<file path="src/rtl/usb_pkg.sv">
// Shared types and constants for the USB full-speed transmit path.
package usb_pkg;

  typedef enum logic [2:0] {
    PKT_NONE  = 3'd0,
    PKT_DATA0 = 3'd1,
    PKT_DATA1 = 3'd2,
    PKT_ACK   = 3'd3,
    PKT_NAK   = 3'd4,
    PKT_STALL = 3'd5
  } tx_packet_t;

  typedef enum logic [2:0] {
    ST_IDLE   = 3'd0,
    ST_SYNC   = 3'd1,
    ST_PID    = 3'd2,
    ST_DATA   = 3'd3,
    ST_CRC_LO = 3'd4,
    ST_CRC_HI = 3'd5,
    ST_EOP    = 3'd6,
    ST_DONE   = 3'd7
  } tx_state_t;

  localparam logic [7:0] SYNC_BYTE = 8'h80;
  localparam logic [7:0] PID_DATA0 = 8'hC3;
  localparam logic [7:0] PID_DATA1 = 8'h4B;
  localparam logic [7:0] PID_ACK   = 8'hD2;
  localparam logic [7:0] PID_NAK   = 8'h5A;
  localparam logic [7:0] PID_STALL = 8'h1E;

  localparam logic [15:0] CRC16_POLY = 16'h8005;
  localparam logic [15:0] CRC16_INIT = 16'hFFFF;

  function automatic logic [15:0] reflect16(input logic [15:0] v);
    logic [15:0] r;
    for (int i = 0; i < 16; i++) r[i] = v[15-i];
    return r;
  endfunction

  // USB shifts LSB first, so the register runs with the bit-reversed polynomial.
  localparam logic [15:0] CRC16_POLY_REFL = reflect16(CRC16_POLY);

  function automatic logic [15:0] crc16_byte(input logic [15:0] crc, input logic [7:0] data);
    logic [15:0] c;
    c = crc ^ {8'h00, data};
    for (int i = 0; i < 8; i++) c = c[0] ? ((c >> 1) ^ CRC16_POLY_REFL) : (c >> 1);
    return c;
  endfunction

  function automatic logic pkt_is_valid(input logic [2:0] t);
    return (t >= 3'd1) && (t <= 3'd5);
  endfunction

  function automatic logic pkt_is_data(input logic [2:0] t);
    return (t == 3'd1) || (t == 3'd2);
  endfunction

  function automatic logic [7:0] pid_byte(input logic [2:0] t);
    logic [7:0] p;
    case (t)
      3'd1:    p = PID_DATA0;
      3'd2:    p = PID_DATA1;
      3'd3:    p = PID_ACK;
      3'd4:    p = PID_NAK;
      3'd5:    p = PID_STALL;
      default: p = 8'h00;
    endcase
    return p;
  endfunction

endpackage

</file>
<file path="src/rtl/usb_crc16.sv">
// Bytewise reflected CRC16 accumulator (one byte per cycle).
module usb_crc16 import usb_pkg::*; (
  input  logic        clk,
  input  logic        n_rst,
  input  logic        clear,
  input  logic        en,
  input  logic [7:0]  data,
  output logic [15:0] crc
);

  logic [15:0] crc_q;

  // Accumulate one payload byte per enabled cycle; clear restarts a packet.
  always_ff @(posedge clk or negedge n_rst) begin
    if (!n_rst)     crc_q <= CRC16_INIT;
    else if (clear) crc_q <= CRC16_INIT;
    else if (en)    crc_q <= crc16_byte(crc_q, data);
  end

  assign crc = crc_q;

endmodule

</file>
<file path="src/rtl/usb_tx_sequencer.sv">
// Walks one full-speed packet out to the serializer byte by byte:
// SYNC, PID, payload popped from the TX buffer, CRC16, then EOP.
//
//   state  | meaning
//   IDLE   | waiting for tx_start with a valid packet type
//   SYNC   | presenting 0x80
//   PID    | presenting the PID byte
//   DATA   | presenting payload bytes, popping the next on each accept
//   CRC_LO | presenting inverted CRC low byte
//   CRC_HI | presenting inverted CRC high byte
//   EOP    | holding tx_eop until the serializer takes it
//   DONE   | one-cycle tx_done pulse
module usb_tx_sequencer import usb_pkg::*; #(
  parameter int MAX_DATA = 64
) (
  input  logic       clk,
  input  logic       n_rst,
  input  logic       tx_start,
  input  logic [2:0] tx_packet,
  input  logic [6:0] buffer_occupancy,
  input  logic [7:0] tx_packet_data,
  input  logic       byte_ready,
  output logic       get_tx_packet_data,
  output logic [7:0] tx_byte,
  output logic       tx_byte_valid,
  output logic       tx_eop,
  output logic       tx_busy,
  output logic       tx_done
);

  localparam logic [6:0] MAX_LEN = 7'(MAX_DATA);

  tx_state_t   state_q, state_d;
  tx_packet_t  pkt_q, pkt_d;
  logic [6:0]  len_q, len_d;
  logic [6:0]  rem_q, rem_d;
  logic [7:0]  byte_q, byte_d;
  logic        valid_q, valid_d;
  logic        eop_q, eop_d;
  logic        busy_q, busy_d;
  logic        done_q, done_d;

  logic        accept;
  logic        pop;
  logic        crc_clear;
  logic        crc_en;
  logic [15:0] crc;
  logic [15:0] crc_next;

  assign accept   = valid_q & byte_ready;
  // The last payload byte and CRC_LO leave on back-to-back cycles, so the
  // low CRC byte is taken from the value the accumulator is about to hold.
  assign crc_next = crc16_byte(crc, byte_q);

  usb_crc16 u_crc16 (
    .clk   (clk),
    .n_rst (n_rst),
    .clear (crc_clear),
    .en    (crc_en),
    .data  (byte_q),
    .crc   (crc)
  );

  // Next-state, output-register and buffer-pop decode.
  always_comb begin
    state_d   = state_q;
    pkt_d     = pkt_q;
    len_d     = len_q;
    rem_d     = rem_q;
    byte_d    = byte_q;
    valid_d   = valid_q;
    eop_d     = eop_q;
    done_d    = 1'b0;
    pop       = 1'b0;
    crc_clear = 1'b0;
    crc_en    = 1'b0;

    case (state_q)
      ST_IDLE: begin
        if (tx_start && pkt_is_valid(tx_packet)) begin
          pkt_d     = tx_packet_t'(tx_packet);
          len_d     = pkt_is_data(tx_packet)
                      ? ((buffer_occupancy > MAX_LEN) ? MAX_LEN : buffer_occupancy)
                      : 7'd0;
          crc_clear = 1'b1;
          byte_d    = SYNC_BYTE;
          valid_d   = 1'b1;
          state_d   = ST_SYNC;
        end
      end
      ST_SYNC: begin
        if (accept) begin
          byte_d  = pid_byte(pkt_q);
          state_d = ST_PID;
        end
      end
      ST_PID: begin
        if (accept) begin
          if (!pkt_is_data(pkt_q)) begin
            byte_d  = 8'h00;
            valid_d = 1'b0;
            eop_d   = 1'b1;
            state_d = ST_EOP;
          end else if (len_q == 7'd0) begin
            byte_d  = ~crc[7:0];
            state_d = ST_CRC_LO;
          end else begin
            pop     = 1'b1;
            byte_d  = tx_packet_data;
            rem_d   = len_q;
            state_d = ST_DATA;
          end
        end
      end
      ST_DATA: begin
        if (accept) begin
          crc_en = 1'b1;
          if (rem_q > 7'd1) begin
            pop    = 1'b1;
            byte_d = tx_packet_data;
            rem_d  = rem_q - 7'd1;
          end else begin
            byte_d  = ~crc_next[7:0];
            rem_d   = 7'd0;
            state_d = ST_CRC_LO;
          end
        end
      end
      ST_CRC_LO: begin
        if (accept) begin
          byte_d  = ~crc[15:8];
          state_d = ST_CRC_HI;
        end
      end
      ST_CRC_HI: begin
        if (accept) begin
          byte_d  = 8'h00;
          valid_d = 1'b0;
          eop_d   = 1'b1;
          state_d = ST_EOP;
        end
      end
      ST_EOP: begin
        if (byte_ready) begin
          eop_d   = 1'b0;
          done_d  = 1'b1;
          state_d = ST_DONE;
        end
      end
      ST_DONE: begin
        state_d = ST_IDLE;
      end
      default: begin
        state_d = ST_IDLE;
        valid_d = 1'b0;
        eop_d   = 1'b0;
      end
    endcase

    busy_d = (state_d != ST_IDLE);
  end

  // State and registered outputs; reset aborts any packet in flight.
  always_ff @(posedge clk or negedge n_rst) begin
    if (!n_rst) begin
      state_q <= ST_IDLE;
      pkt_q   <= PKT_NONE;
      len_q   <= 7'd0;
      rem_q   <= 7'd0;
      byte_q  <= 8'h00;
      valid_q <= 1'b0;
      eop_q   <= 1'b0;
      busy_q  <= 1'b0;
      done_q  <= 1'b0;
    end else begin
      state_q <= state_d;
      pkt_q   <= pkt_d;
      len_q   <= len_d;
      rem_q   <= rem_d;
      byte_q  <= byte_d;
      valid_q <= valid_d;
      eop_q   <= eop_d;
      busy_q  <= busy_d;
      done_q  <= done_d;
    end
  end

  assign get_tx_packet_data = pop;
  assign tx_byte            = byte_q;
  assign tx_byte_valid      = valid_q;
  assign tx_eop             = eop_q;
  assign tx_busy            = busy_q;
  assign tx_done            = done_q;

endmodule

</file>
<file path="config.mk">
export PLATFORM = sky130hd
export DESIGN_NAME = usb_tx_sequencer
export DESIGN_NICKNAME = d
export VERILOG_FILES = /design/src/rtl/usb_pkg.sv /design/src/rtl/usb_crc16.sv /design/src/rtl/usb_tx_sequencer.sv
export SDC_FILE = /design/constraint.sdc
export NUM_CORES = 1
export LEC_CHECK = 0
export ABC_CLOCK_PERIOD_IN_PS = 4100
export BUFFER_PORTS_ARGS = -buffer_cell sky130_fd_sc_hd__buf_2
export CORE_MARGIN = 5
export CORE_UTILIZATION = 38
export DETAILED_ROUTE_END_ITERATION = 8
export GPL_TIMING_DRIVEN = 0
export PLACE_DENSITY = 0.57
export SLEW_MARGIN = 5
export SYNTH_ARGS = -nofsm -noshare
export SYNTH_HDL_FRONTEND = slang
export SYNTH_SLANG_ARGS = --single-unit
</file>
<file path="constraint.sdc">
create_clock -name clk -period 4.1 [get_ports clk]
set_input_delay 0.41 -clock clk [delete_from_list [all_inputs] [get_ports clk]]
set_output_delay 0.41 -clock clk [all_outputs]
set_load 0.1 [all_outputs]
</file>
==> run metrics, run 1 <==
routed vias=2,468; CTS tree=built; crit-path max FO=10; Setup Skew=9.770 ps; layer with the highest usage=met2; syn_area_per_cell=8.881 um^2; sw frac=22.45%; post-CTS sizing=0; GR Util met3=3.206%; Max Clk Rate=0.3398 GHz; Detailed Route WL=7278 um; RePlAce Congestion=0.8789; Clk pin slew, worst setup/hold paths=90 ps; post-synthesis sequential area ratio=43.51%; Mapped Cells=316; area grow syn2layout=13.37%; worst skew pair latency=300 ps; worst min path class=in -> async; Pins Over Slew Limit=0; CP Cell Sequence=nor4_1, nand2_1, a31oi_1, or3_1, clkbuf_1, nor2_1, buf_2; Net Switching=174.5 uW; syn nets=342; initial antenna violation count=0; Startpoint Class=flop; # IOs=35; diodes inserted=0; GRT overflow=0; WS Path Type=reg -> out; wire length per cell=15.93 um; TritonCTS buffer count=5; Post-synth EDFFs=0; VDD IR max=0.1185 mV; total negative slack=0 ps; final cell count without fillers=457; Combinational Power Share=3.2%; HPWL Detailed=5278 um; Detail Route Antenna Nets=0; DRT iter0 DRCs=148; Worst path slowest cell=dfrtp_1; Pwr per Cell Area=244.3 mW/mm^2; CTS max path bufs=2; MaxCap Viol Count=0; Clk pwr share=35.8%; Tcrit/Tclk final=71.77%; Buf/Inv on CP=2; # DRC=0; Post-CTS Hold Fix Bufs=0; minimum clock period=2943 ps; P_int=602.7 uW; sequential share of power=61.0%; Tot GR Track Use=17.17%; leak pwr=0.001312 uW; root buf cell=clkbuf_8; vias in the first global route=2,382; worst stage delay on the critical path=400 ps; DIE WIDTH=95.94 um; FP Rows=31; CP endpoint kind=primary output; number of clock sinks=48; synthesized area=0.002806 mm^2; CORE AREA=0.007214 mm^2; layout cell share with drive strength beyond 1=18.44%; RSZ-0062 raised after global routing=false; Initial Util=38.90%; CP required=3690 ps; first-pass GRT wire length=12,210 um; H-tree Lvls=2; postcts setup bufs=0; drt first pass iters=4; FF+latch count, synth=48; worst slew pin tran=1106 ps; Arrival @ worst endpoint=2530 ps; nets=383; chip height=95.94 um; met2 GRT Util=25.48%; top_reg_cell synth=dfrtp_1; Rel. slew slack=26.27%; I/O Buffers=34; Synthesis Warnings=0; placed insts=449; final hold violations=0; largest net degree at the start of global routing=49; Synth cell types=52; Async SR Flop Fraction=100.0%; die area=0.009204 mm^2; vias per inst=5.400; GR met1 Demand/Resource=25.13%; Final setup violation count=0; status=finished, final reports clean; crit-path leading delay family=simple AND/OR/NAND/NOR gates
-- area by class of cell --
type                    count  area, um^2
well taps                  99       123.9
clock inverters             1       5.005
clock buffers               7       76.32
plain buffers              17       71.32
flip-flops and latches     48        1221
inverters                  10       37.54
multi-input cells         241        1476
repair buffers             34       170.2
fillers                   739        4033
-- stage by stage --
| stage | instance area (um^2) | total power (uW) | hold slack [ps] | utilization, % | worst slack [ps] |
|---|---|---|---|---|---|
| after floorplan | 2806 | 486.3 | 114.4 | - | 454.7 |
| after global placement | 3100 | 508.2 | 465.2 | 42.98 | 1470 |
| after detailed placement | 3100 | 508.6 | 466.9 | 42.98 | 1484 |
| after CTS | 3182 | 794.7 | 303.0 | 44.10 | 1112 |
| after global routing | 3182 | 816.2 | 315.3 | 44.10 | 915.3 |
| final | 3182 | 777.2 | 317.9 | 44.10 | 1157 |
-- cells in the final DEF, fill, tap and decap left out, drive strengths merged, types with 10 or more instances in the layout --
cell and n:
a21oi 25, buf 35, clkbuf 23, dfrtp 32, dfstp 16, inv 10
nand2 34, nand3 11, nor2 31, nor3 21, o21ai 29, xnor2 19
-- Yosys cell counts (2+ instances only) --
cell | instances | share of area (%)
nor2b_1 | 2 | 0.45
o221ai_1 | 4 | 1.2
a211o_1 | 2 | 0.62
and2_1 | 3 | 0.67
o21ai_1 | 20 | 3.6
a31oi_1 | 3 | 0.67
ha_1 | 4 | 1.8
a21oi_1 | 25 | 4.5
a211oi_1 | 2 | 0.53
o2111ai_1 | 2 | 0.62
or2_1 | 2 | 0.45
dfrtp_1 | 32 | 29
xnor2_1 | 19 | 5.9
or3_1 | 2 | 0.45
nor3_1 | 20 | 3.6
o31ai_1 | 2 | 0.53
inv_1 | 9 | 1.2
a22oi_1 | 5 | 1.3
xor2_1 | 3 | 0.94
clkbuf_1 | 16 | 2.1
nand2_1 | 34 | 4.5
nor3b_1 | 3 | 0.80
o22ai_1 | 5 | 1.1
dfstp_2 | 16 | 15
nor2_1 | 31 | 4.1
nand3_1 | 11 | 2.0
nor4_1 | 3 | 0.67
nand4_1 | 2 | 0.45
nand2b_1 | 2 | 0.45
o21ai_0 | 8 | 1.4
a21o_1 | 3 | 0.80
-- layer usage --
metal,share of wire (%),up-vias
met4,1.4,0
met5,0,-
met2,44,70
met3,5.2,10
li1,-,1215
met1,50,1173
-- cells by family (layout without fill, tap and decap cells) --
family                     Yosys count  in the layout  synth area share (%)
adders and majority gates            4              4                 1.783
and+or+nand+nor                    122            122                 21.58
xor gates and xnor gates            24             24                 8.515
AOI/OAI and AO/OA                   91             91                 20.73
buffers and inverters               27             69                 3.879
DFF                                 48             48                 43.51
-- power groups by stage --
stage / logic [uW] / registers (uW) / clock network, uW
2_1_floorplan: 3.60 / 483 / 0
3_3_place_gp: 25.6 / 483 / 0
3_5_place_dp: 26.1 / 483 / 0
4_1_cts: 26.2 / 474 / 295
5_1_grt: 29.3 / 474 / 313
6_report: 25.1 / 474 / 278
-- sequential cells by signal (all words and copies together), names as in the netlist --
signal         flops
len_q              7
pkt_q              3
rem_q              7
state_q            3
tx_busy            1
tx_byte            8
tx_byte_valid      1
tx_done            1
tx_eop             1
u_crc16.crc       16
-- worst paths after layout --
path | slack [ps] | endpoint | cells after the start | start
worst max-delay path | 1160 | get_tx_packet_data | 7 | len_q[2]
worst min-delay path | 320 | tx_byte[3] | 1 | n_rst
worst max register to register | 1760 | tx_byte[2] | 6 | rem_q[3]
worst min register to register | 470 | u_crc16.crc[1] | 2 | u_crc16.crc[9]
max in group asynchronous | 3110 | tx_byte_valid | 1 | n_rst
min in group clk | 320 | len_q[4] | 3 | buffer_occupancy[4]
-- worst reg2reg max path, stage by stage (launching register included) --
cell and delay, ps:
dfrtp_1 460, or4_4 630, nor4_4 500, nor2_1 240, o221ai_1 240, a21oi_1 70
o21ai_1 130
Power figures use the tool's default switching activity.
==> run 2, diff against run 1 <==
--- a/config.mk
+++ b/config.mk
@@ -5,13 +5,13 @@
 export SDC_FILE = /design/constraint.sdc
 export NUM_CORES = 1
 export LEC_CHECK = 0
-export ABC_CLOCK_PERIOD_IN_PS = 4100
+export ABC_CLOCK_PERIOD_IN_PS = 2650
 export BUFFER_PORTS_ARGS = -buffer_cell sky130_fd_sc_hd__buf_2
 export CORE_MARGIN = 5
 export CORE_UTILIZATION = 38
 export DETAILED_ROUTE_END_ITERATION = 8
 export GPL_TIMING_DRIVEN = 0
-export PLACE_DENSITY = 0.57
+export PLACE_DENSITY = 0.59
 export SLEW_MARGIN = 5
 export SYNTH_ARGS = -nofsm -noshare
 export SYNTH_HDL_FRONTEND = slang
==> constraint.sdc (replaced) <==
create_clock -name clk -period 2.65 [get_ports clk]
set_input_delay 0.265 -clock clk [delete_from_list [all_inputs] [get_ports clk]]
set_output_delay 0.265 -clock clk [all_outputs]
set_load 0.1 [all_outputs]
==> run 2 against run 1 <==
  * Final area grew 0.67%
  * Sequential cell count stayed put
  * Sequential share of layout area down 0.22 points
  * Via count shrank 0.20%
  * Hold slack worse by 150 ps
  * Clock power up 66%
  * Global-route usage shrank 0.30 points
  * Critical path depth decreased by 3
  * Total power grew 59%
  * Die area unchanged
  * Critical endpoint unchanged
==> run metrics, run 2 (synthesized netlist as in run 1, its figures left out) <==
max FFs per register=16; CTS max path bufs=2; first-pass GRT wire length=12,010 um; Pwr per Cell Area=385.0 mW/mm^2; vias in the first global route=2,371; CP endpoint kind=primary output; final hold violations=0; root buf cell=clkbuf_8; number of clock sinks=48; chip height=95.94 um; Worst R2R Path Depth=6; Rel. slew slack=26.25%; # IOs=35; leak pwr=0.001313 uW; CP required=2380 ps; Pins Over Slew Limit=0; FP Rows=31; final core utilization=44.40%; initial antenna violation count=0; RePlAce Congestion=0.9255; Final setup violation count=0; vias per inst=5.401; reg2reg end=tx_byte[2]; die area=0.009204 mm^2; area grow syn2layout=14.13%; nets=382; status=finished, final reports clean; Clk pin slew, worst setup/hold paths=90 ps; Arrival @ worst endpoint=2190 ps; MaxCap Viol Count=0; total negative slack=0 ps; CTS tree=built; minimum clock period=2457 ps; Initial Util=38.90%; most frequent cells in the layout=nand2_1 (34), buf_2 (33), dfrtp_1 (31), nor2_1 (30), a21oi_1 (25); VDD IR max=0.1802 mV; Setup Skew=11.25 ps; routed vias=2,463; # DRC=0; most common cell after layout, fill and taps aside=nand2_1; crit-path max FO=7; largest net degree at the start of global routing=49; DIE WIDTH=95.94 um; HPWL Detailed=5172 um; Post-CTS Hold Fix Bufs=0; Critical R2R Launch=rem_q[3]; Reg2Reg Setup Slack=260 ps; H-tree Lvls=2; wire length per cell=15.57 um; Worst path slowest cell=or4_4; worst stage delay on the critical path=620 ps; WS Path Type=reg -> out; Buf/Inv on CP=1; RSZ-0062 raised after global routing=false; worst skew pair latency=310 ps; Tcrit/Tclk final=92.71%; Tot GR Track Use=16.87%; CP Cell Sequence=or4_4, nor4_4, nor2_4, buf_4; I/O Buffers=34; Detailed Route WL=7100 um; worst min path class=in -> async; drt first pass iters=4; DRT iter0 DRCs=104; layout cell share with drive strength beyond 1=19.33%; Max Clk Rate=0.4070 GHz; diodes inserted=0; Crit. path cell count=4; crit-path leading delay family=simple AND/OR/NAND/NOR gates; Startpoint Class=flop; worst slew pin tran=1106 ps; GRT overflow=0; CORE AREA=0.007214 mm^2; Detail Route Antenna Nets=0; TritonCTS buffer count=5
-- run 2: what timing repair did --
| item | CTS | global route |
|---|---|---|
| hold endpoints to repair | 0 | 0 |
| endpoints found under the setup margin | 1 | 1 |
| gates resized for setup | 1 | 1 |
| gates cloned | 0 | 0 |
| buffers inserted | 0 | 0 |
-- run 2: stage by stage --
step	std cells	cell area [um^2]	hold WS, ps	total power, uW	setup slack (ps)
6_report	456	3203	169.5	1233	193.1
5_1_grt	456	3203	166.5	1296	114.9
4_1_cts	456	3198	168.9	1253	92.18
3_5_place_dp	449	3109	460.6	786.7	187.7
3_3_place_gp	449	3109	461.6	786.0	133.7
2_1_floorplan	316	2815	-30.59	752.4	191.9
-- run 2: per-layer routing --
layer	vias to the layer above	track usage (%)	share of wire, %
met5	-	0	0
met4	0	5.687	2.0
met3	16	3.440	6.1
met2	90	24.90	43
met1	1145	24.50	49
li1	1212	-	-
-- run 2: where the power goes --
group | internal [uW] | total (uW) | leakage (uW) | switching, uW
Combinational | 13.5 | 38.8 | 0.000699 | 25.3
Sequential | 733 | 733 | 0.000569 | 0
Clock | 214 | 461 | 0.0000455 | 248
-- run 2: layout make-up --
class,count,area [um^2]
inverter,10,37.54
timing repair buffer,34,172.7
buffer,16,67.56
fill,733,4011
tap,99,123.9
sequential,48,1222
clock buffer,8,90.09
multi-input combinational,241,1489
-- run 2: worst max path at each step --
stage	start	end
floorplan	tx_byte[0]	tx_byte[0]
global placement	len_q[5]	get_tx_packet_data
detailed placement	len_q[5]	get_tx_packet_data
CTS	len_q[5]	get_tx_packet_data
global route	rem_q[3]	get_tx_packet_data
finish	rem_q[3]	get_tx_packet_data
-- run 2: worst reg2reg max path: cells and delay by family, from the launching register on --
| kind | cells | cell delay (ps) |
|---|---|---|
| AO/OA/AOI/OAI | 3 | 440 |
| flip-flops | 1 | 450 |
| AND/OR/NAND/NOR | 3 | 1410 |
==> run 3, diff against run 2 <==
--- a/config.mk
+++ b/config.mk
@@ -5,13 +5,13 @@
 export SDC_FILE = /design/constraint.sdc
 export NUM_CORES = 1
 export LEC_CHECK = 0
-export ABC_CLOCK_PERIOD_IN_PS = 2650
+export ABC_CLOCK_PERIOD_IN_PS = 2720
 export BUFFER_PORTS_ARGS = -buffer_cell sky130_fd_sc_hd__buf_2
 export CORE_MARGIN = 5
 export CORE_UTILIZATION = 38
 export DETAILED_ROUTE_END_ITERATION = 8
 export GPL_TIMING_DRIVEN = 0
-export PLACE_DENSITY = 0.59
+export PLACE_DENSITY = 0.57
 export SLEW_MARGIN = 5
 export SYNTH_ARGS = -nofsm -noshare
 export SYNTH_HDL_FRONTEND = slang
==> constraint.sdc (replaced) <==
create_clock -name clk -period 2.72 [get_ports clk]
set_input_delay 0.272 -clock clk [delete_from_list [all_inputs] [get_ports clk]]
set_output_delay 0.272 -clock clk [all_outputs]
set_load 0.1 [all_outputs]
==> run 3 against run 2 <==
  * Sequential cell count is the same
  * Sequential power down 3%
  * Clock skew shrank 4.7 ps
  * Final cell count stayed put
  * Critical path type unchanged
  * Largest cell class unchanged
==> run metrics, run 3 (synthesized netlist as in run 1, its figures left out) <==
DIE WIDTH=95.94 um; layout cell share with drive strength beyond 1=19.61%; VDD IR max=0.1945 mV; Detail Route Antenna Nets=0; Post-CTS Hold Fix Bufs=0; Combinational Power Share=3.0%; routed vias=2,482; Clk pwr share=41.1%; Clk pin slew, worst setup/hold paths=90 ps; Net Switching=276.1 uW; I/O Buffers=34; RePlAce Congestion=0.8739; number of clock sinks=48; drt first pass iters=4; worst min path class=in -> async; H-tree Lvls=2; worst stage delay on the critical path=490 ps; final cell count without fillers=456; minimum clock period=2520 ps; CTS max path bufs=2; GRT overflow=0; Buf/Inv on CP=1; # DRC=0; leak pwr=0.001323 uW; wire length per cell=15.85 um; CP required=2450 ps; Filler Cell Count=766; first-pass GRT wire length=11,920 um; sw frac=21.62%; MaxCap Viol Count=0; diodes inserted=0; root buf cell=clkbuf_8; CTS tree=built; P_int=1001 uW; WS Path Type=reg -> out; crit-path max FO=15; sequential share of power=55.9%; DRT iter0 DRCs=119; CP endpoint kind=primary output; worst skew pair latency=310 ps; Detailed Route WL=7228 um; Rel. slew slack=27.25%; TritonCTS buffer count=5; Setup Skew=6.510 ps; vias in the first global route=2,282; final hold violations=0; placed insts=449; WHS=161.8 ps; total negative slack=0 ps; postcts setup bufs=0; Arrival @ worst endpoint=2250 ps; CP Cell Sequence=xor2_1, a31oi_1, or3_4, nor2_4, buf_2; largest net degree at the start of global routing=49; Initial Util=38.90%; # IOs=35; Tot GR Track Use=16.91%; Final setup violation count=0; Startpoint Class=flop; HPWL Detailed=5266 um; worst slew pin tran=1091 ps; area grow syn2layout=14.67%; chip height=95.94 um; Worst path slowest cell=dfrtp_1; Pins Over Slew Limit=0; crit-path leading delay family=simple AND/OR/NAND/NOR gates; FP Rows=31; nets=382; max FFs per register=16; initial antenna violation count=0; CORE AREA=0.007214 mm^2; status=finished, final reports clean; most frequent cells in the layout=nand2_1 (34), buf_2 (34), dfrtp_1 (31), nor2_1 (30), a21oi_1 (25); Design Area, Final=0.003218 mm^2; vias per inst=5.443; Tcrit/Tclk final=92.65%; Pwr per Cell Area=396.8 mW/mm^2; Placed Area=0.003109 mm^2; RSZ-0062 raised after global routing=false; die area=0.009204 mm^2; Final Power=1277 uW; Max Clk Rate=0.3968 GHz
[run 3: cell count changes in the layout (fill, tap and decap cells not counted), sizes merged]
cell | previous run | this run
clkinv | 0 | 1
bufinv | 0 | 1
clkbuf | 23 | 21
[run 3: repair_timing]
item,CTS,global route
resized for setup,0,1
hold endpoints to repair,0,0
endpoints found under the setup margin,1,1
pin swaps,0,0
[run 3: layout make-up]
| class | count | area [um^2] | area share (%) |
|---|---|---|---|
| inverter | 10 | 37.54 | 1.166 |
| sequential | 48 | 1222 | 37.99 |
| tap | 99 | 123.9 | 3.849 |
| multi-input combinational | 241 | 1489 | 46.27 |
| clock inverter | 2 | 35.03 | 1.089 |
| buffer | 16 | 67.56 | 2.100 |
| timing repair buffer | 34 | 170.2 | 5.288 |
| clock buffer | 6 | 72.57 | 2.255 |
[run 3: worst paths after layout]
| check | slack, ps | from | cells past startpoint | to |
|---|---|---|---|---|
| min in group clk | 170 | buffer_occupancy[0] | 3 | len_q[0] |
| setup reg to reg | 360 | rem_q[3] | 6 | tx_byte[2] |
| hold / removal | 160 | n_rst | 1 | tx_byte[3] |
| hold reg to reg | 480 | tx_eop | 1 | tx_eop |
| max in group asynchronous | 1810 | n_rst | 1 | tx_byte_valid |
| setup / recovery | 200 | pkt_q[1] | 5 | get_tx_packet_data |
[run 3: power by group through the flow]
stage               clock network, uW  registers (uW)  logic (uW)
detailed placement                  0             727        39.9
CTS                               536             714        40.1
floorplan                           0             728        5.43
global route                      577             715        44.5
global placement                    0             727        39.1
finish                            524             714        38.2
[run 3: metrics by stage]
stage	utilization, %	setup slack (ps)
finish	44.61	199.8
global route	44.61	70.29
CTS	44.54	41.76
detailed placement	43.10	242.0
global placement	43.10	210.4
floorplan	-	261.9
[run 3: layer usage]
layer  global-route usage [%]  wire (um)  share of wire, %
met1                    24.93       3447                48
met2                    24.32       3201                44
met3                    3.831        451               6.2
met4                    5.569        128               1.8
met5                        0          0                 0
